[src/rtl/press_classifier.sv]
// Classifies debounced presses as short or long. Emits one-cycle event pulses,
// a held flag for ongoing long presses, and a saturating press count.
module press_classifier #(
  parameter int LONG_CYCLES = 16,
  parameter int CNT_W       = 8
) (
  input  logic             clk,
  input  logic             reset,
  input  logic             in,
  input  logic             count_clr,
  output logic             short_pulse,
  output logic             long_pulse,
  output logic             held,
  output logic [CNT_W-1:0] press_count
);

  localparam int HW = $clog2(LONG_CYCLES + 1);
  localparam logic [HW-1:0]    HOLD_LAST = HW'(LONG_CYCLES - 1);
  localparam logic [CNT_W-1:0] CNT_MAX   = '1;

  typedef enum logic [1:0] {
    IDLE  = 2'd0,
    PRESS = 2'd1,
    LONG  = 2'd2
  } state_t;

  state_t           state_q, state_d;
  logic [HW-1:0]    hold_cnt_q, hold_cnt_d;
  logic             short_pulse_q, short_pulse_d;
  logic             long_pulse_q, long_pulse_d;
  logic             held_q, held_d;
  logic [CNT_W-1:0] press_count_q, press_count_d;
  logic             count_inc;

  always_comb begin
    state_d       = state_q;
    hold_cnt_d    = '0;
    short_pulse_d = 1'b0;
    long_pulse_d  = 1'b0;
    count_inc     = 1'b0;
    unique case (state_q)
      IDLE: begin
        if (in) begin
          state_d    = PRESS;
          hold_cnt_d = HW'(1);
        end
      end
      PRESS: begin
        if (!in) begin
          state_d       = IDLE;
          short_pulse_d = 1'b1;
          count_inc     = 1'b1;
        end else if (hold_cnt_q == HOLD_LAST) begin
          state_d      = LONG;
          long_pulse_d = 1'b1;
          count_inc    = 1'b1;
        end else begin
          hold_cnt_d = hold_cnt_q + 1'b1;
        end
      end
      LONG: begin
        if (!in) state_d = IDLE;
      end
      default: state_d = IDLE;
    endcase

    held_d = (state_d == LONG);

    // Clear takes priority over a same-cycle increment.
    if (count_clr)
      press_count_d = '0;
    else if (count_inc && press_count_q != CNT_MAX)
      press_count_d = press_count_q + 1'b1;
    else
      press_count_d = press_count_q;
  end

  always_ff @(posedge clk) begin
    if (reset) begin
      state_q       <= IDLE;
      hold_cnt_q    <= '0;
      short_pulse_q <= 1'b0;
      long_pulse_q  <= 1'b0;
      held_q        <= 1'b0;
      press_count_q <= '0;
    end else begin
      state_q       <= state_d;
      hold_cnt_q    <= hold_cnt_d;
      short_pulse_q <= short_pulse_d;
      long_pulse_q  <= long_pulse_d;
      held_q        <= held_d;
      press_count_q <= press_count_d;
    end
  end

  assign short_pulse = short_pulse_q;
  assign long_pulse  = long_pulse_q;
  assign held        = held_q;
  assign press_count = press_count_q;

endmodule

[config.mk]
export PLATFORM = sky130hd
export DESIGN_NAME = press_classifier
export DESIGN_NICKNAME = d
export VERILOG_FILES = /design/src/rtl/press_classifier.sv
export SDC_FILE = /design/constraint.sdc
export NUM_CORES = 1
export LEC_CHECK = 0
export CORE_MARGIN = 2
export CORE_UTILIZATION = 35
export CTS_CLUSTER_SIZE = 24
export DETAILED_ROUTE_END_ITERATION = 12
export GPL_TIMING_DRIVEN = 1
export SLEW_MARGIN = 20
export SYNTH_ARGS = -nofsm -noshare
export SYNTH_HDL_FRONTEND = slang
export SYNTH_SLANG_ARGS = --single-unit
[constraint.sdc]
create_clock -name clk -period 1.8 [get_ports clk]
set_clock_uncertainty 0.15 [all_clocks]
set_input_delay 0.27 -clock clk [delete_from_list [all_inputs] [get_ports clk]]
set_output_delay 0.27 -clock clk [all_outputs]
set_load 0.05 [all_outputs]
# After elaboration in Yosys (flattened, before gate mapping)
# Index checks and enable logic that the tools add are counted.
word_totals:
  out_inout_bits: 11
  register_bits: 18
  elab_cells: 33
op_classes:
  n_addsub: 2
  n_reduce_logical: 5
  n_eq_ne: 5
  n_mux: 13
  bitwise_logic: 2
ops:
  columns: ["cell", "count"]
  rows:
  - ["$mux 5", 2]
  - ["$pmux 5 s2", 1]
  - ["$add 8x1->8 const B", 1]
  - ["$mux 2", 4]
  - ["$ne 8x8->1 const B", 1]
  - ["$pmux 2 s3", 1]
  - ["$add 5x1->5 const B", 1]
  - ["$eq 5x4->1 const B", 1]
  - ["$mux 1", 5]
  - ["$eq 2x2->1 const B", 2]
  - ["$reduce_or 2->1", 2]
  - ["$reduce_or 3->1", 1]
  - ["$eq 2x1->1 const B", 1]
  - ["$logic_not 2->1", 1]
  - ["$not 1->1", 2]
  - ["$logic_and 1x1->1", 1]

# Depth between registers and ports, before layout
logic_depth:
  word_depth: 5
  mapped_depth: 6

# Worst setup path after synthesis
# No wires, ideal clock.
synth_timing:
  path_type: "register to register"
  from: "reg press_count_q[0] (netlist: press_count[0])"
  to: "reg press_count_q[6] (netlist: press_count[6])"
  setup_slack_ns: -0.102
  stages_incl_launch_ff: 6
  path_buffers: 0
  period_less_slack_ns: 1.902
  t_arrival_ns: 1.667
  cell_sequence: "dfxtp_1 -> ha_1 -> nand2_1 -> a2111oi_1 -> nor2_1 -> a211oi_1"
synth_via:
  elab_chain_cells: 2
synth_lines:
  columns: ["element", "line_no", "source"]
  rows:
  - ["start, declared", "32", "logic [CNT_W-1:0] press_count_q, press_count_d;"]
  - ["start signal, assigned", "92", "press_count_q <= press_count_d;"]
  - ["parallel branches: the longest is 2 deep, another holds $add 8x1->8", null, null]
# Parallel ways; which one is timed is not known.
# A chain may end at the register's enable or synchronous reset.

# Worst setup path in the final report
layout_timing:
  from: "reg hold_cnt_q[0]"
  to: "reg press_count_q[7] (netlist: press_count[7])"
layout_via:
  elab_chain_cells: 5
layout_lines:
  columns: ["element", "line_no", "source"]
  rows:
  - ["start, declared", "28", "logic [HW-1:0] hold_cnt_q, hold_cnt_d;"]
  - ["start signal, assigned", "88", "hold_cnt_q <= hold_cnt_d;"]
  - ["$eq 5x4->1", "53", "end else if (hold_cnt_q == HOLD_LAST) begin"]
  - ["$mux 1", "53", null]
  - ["$mux 1", "49", "if (!in) begin"]
  - ["$mux 1", "41", "unique case (state_q)"]
  - ["$logic_and 1x1->1", "72", "else if (count_inc && press_count_q != CNT_MAX)"]
# Every way passes these cells.

==> flow_summary.json <==
{
  "numClockSinks": 18,
  "postCtsHoldBufs": 0,
  "cp_data_arrival_time_ns": 1.77,
  "synth_enable_flop_cells": 0,
  "clock.fmax_mhz": 588,
  "p_comb_frac": 0.066,
  "clkTransAtPathRegs_ns": 0.10,
  "hold_ws_ns": 0.349,
  "drt_wl_total_um": 1600,
  "cts_made_buffers": 3,
  "seqPwrFrac": 0.583,
  "multi_input_area_sq_um": 424,
  "grt_usage": 0.132,
  "htree_levels": 1,
  "num_rows": 16,
  "antennaDiodeCount": 0,
  "drt_iter0_markers": 7,
  "die-area_sq_mm": 0.00256,
  "drive_gt1_frac": 0.327,
  "synth_area_leaders": "dfxtp_1 (47%), nand3_1 (4.6%), a21oi_1 (4.0%), nor2_1 (4.0%), ha_1 (3.3%)",
  "antenna_found_initial": 0,
  "ys_types": 29,
  "critPathLaunchType": "flop",
  "net-switching-power_w": 0.000150,
  "yosysWarningCount": 0,
  "syn_area_sq_um": 759,
  "cts_root_buf": "clkbuf_4",
  "die_w_um": 50.6,
  "synth_seq_cells": 18,
  "fill_cells": 205,
  "synth_top_area_share": 0.474,
  "outcome": "complete, no violations",
  "required_ns": 1.87,
  "coreArea_sq_mm": 0.00200,
  "total_power_w": 0.000697,
  "postSynthAreaPerCell_sq_um": 9.26,
  "grt_overflow": 0,
  "synthCells": 82,
  "synth_area_leader_cell": "dfxtp_1",
  "synth_nets": 88,
  "hold_viol": 0,
  "vias": 690,
  "p_per_area_mw_per_mm2": 670,
  "drtAntennaViolNets": 0,
  "grt_max_degree": 13,
  "grt_pass1_vias": 585,
  "initial_core_util": 0.379,
  "post-route-period-util": 0.944,
  "portBuffers": 14,
  "end_kind": "flop",
  "drc": 0,
  "ioPinCount": 15,
  "setup_viol": 0,
  "peakVddDrop_mv": 0.359,
  "critical_path_peak_fanout": 6,
  "dp_hpwl_um": 1130,
  "area_growth_pct": 36.9,
  "period_minus_slack_ns": 1.70,
  "async_reset_ff_frac": 0,
  "synth_top_flop_cell": "dfxtp_1",
  "tightest_slew_ns": 0.337,
  "fin_nets": 114,
  "cts_tree": "built",
  "holdCritPathClass": "flop to flop",
  "relSlewSlack": 0.775,
  "wire_per_inst_um": 11.9,
  "seqCellArea_sq_um": 365,
  "ys_seq_area_frac": 0.474,
  "drt_first_pass_iters": 4,
  "clk_latency_ns": 0.28,
  "final_common_cell": "buf_4",
  "viasPerCell": 5.15,
  "max_cap_viol_count": 0,
  "grt_pass1_wl_um": 2550,
  "drv_slew": 0,
  "p_leak_nw": 0.377,
  "die_h_um": 50.6,
  "critPathKind": "flop to flop",
  "post-place-ws_ns": -0.0203,
  "clkPwrFrac": 0.351,
  "fin_ws_ns": 0.101,
  "mostFrequentLayoutCells": "buf_4 (19), dfxtp_1 (14), nor2_1 (8)",
  "swShare": 0.215,
  "gp_congestion": 0.759,
  "clk_path_buf_depth": 2,
  "internal_power_w": 0.000547
}
==> synthesized netlist by cell type (2+ instances only) <==
library cell	number
a211oi_1	2
a21oi_1	6
dfxtp_1	18
ha_1	2
inv_1	2
nand2_1	3
nand2b_1	2
nand3_1	7
nor2_1	8
nor2b_1	2
nor3_1	2
o21ai_0	4
o31ai_1	2
or2_2	2
or3_1	4
or4_1	2
xor2_1	2
==> kinds of logic after synthesis <==
family | count (synthesis) | share of synthesized area
simple gates | 38 | 0.280
compound gates | 17 | 0.148
xor+xnor | 3 | 0.0346
flops | 18 | 0.474
fa+ha+maj | 2 | 0.0329
buf+inv | 4 | 0.0297
==> power by group through the flow <==
stage	clock network, W	logic (W)	registers (W)
3_5_place_dp	0	0.0000418	0.000414
3_3_place_gp	0	0.0000418	0.000414
2_1_floorplan	0	0.0000188	0.000418
4_1_cts	0.000255	0.0000435	0.000405
6_report	0.000244	0.0000460	0.000406
5_1_grt	0.000271	0.0000513	0.000407
==> per-layer routing <==
metal	wire, um	track usage	part of all wire	vias up
li1	-	-	-	353
met1	792	0.192	0.50	321
met2	719	0.178	0.45	14
met3	71	0.0327	0.044	2
met4	13	0.0676	0.0081	0
met5	0	0	0	-
==> critical path, cell delays in order, from the launching register on <==
cell      delay [ns]
dfxtp_2         0.36
ha_4            0.15
and4b_4         0.26
o221ai_4        0.14
or4_1           0.42
a21oi_1         0.15
==> through the flow <==
step | utilization | TNS (ns) | cell area [sq um] | instances
6_report | 0.519 | 0 | 1040 | 134
5_1_grt | 0.519 | -0.00800 | 1040 | 134
4_1_cts | 0.496 | 0 | 993 | 132
3_5_place_dp | 0.473 | -0.0388 | 946 | 128
3_3_place_gp | 0.473 | 0 | 946 | 128
2_1_floorplan | - | 0 | 762 | 82
==> final cells by class <==
cell class	instances	area share
Multi-Input combinational cell	61	0.408
Sequential cell	18	0.351
Timing Repair Buffer	22	0.166
Clock buffer	4	0.0349
Tap cell	27	0.0325
Inverter	2	0.00722
==> path summary, 6_finish.rpt <==
| check | endpoint | start | depth (start not counted) | slack (ns) |
|---|---|---|---|---|
| min | state_q[0] | state_q[1] | 1 | 0.35 |
| min reg2reg | state_q[0] | state_q[1] | 1 | 0.35 |
| max | press_count[7] | hold_cnt_q[0] | 5 | 0.10 |
| max reg2reg | press_count[7] | hold_cnt_q[0] | 5 | 0.10 |
==> sequential cells by signal, indices dropped and copies added (netlist names) <==
name and count:
press_count 8, state_q 2, short_pulse 1, held 1, hold_cnt_q 5, long_pulse 1
==> timing repair <==
item                                    in CTS  in global routing
cloned                                       0                  1
endpoints found under the setup margin       3                  6
setup buffers                                0                  1
pin swaps                                    0                  1
gates resized for setup                      1                  6
Power figures use the tool's default switching activity.
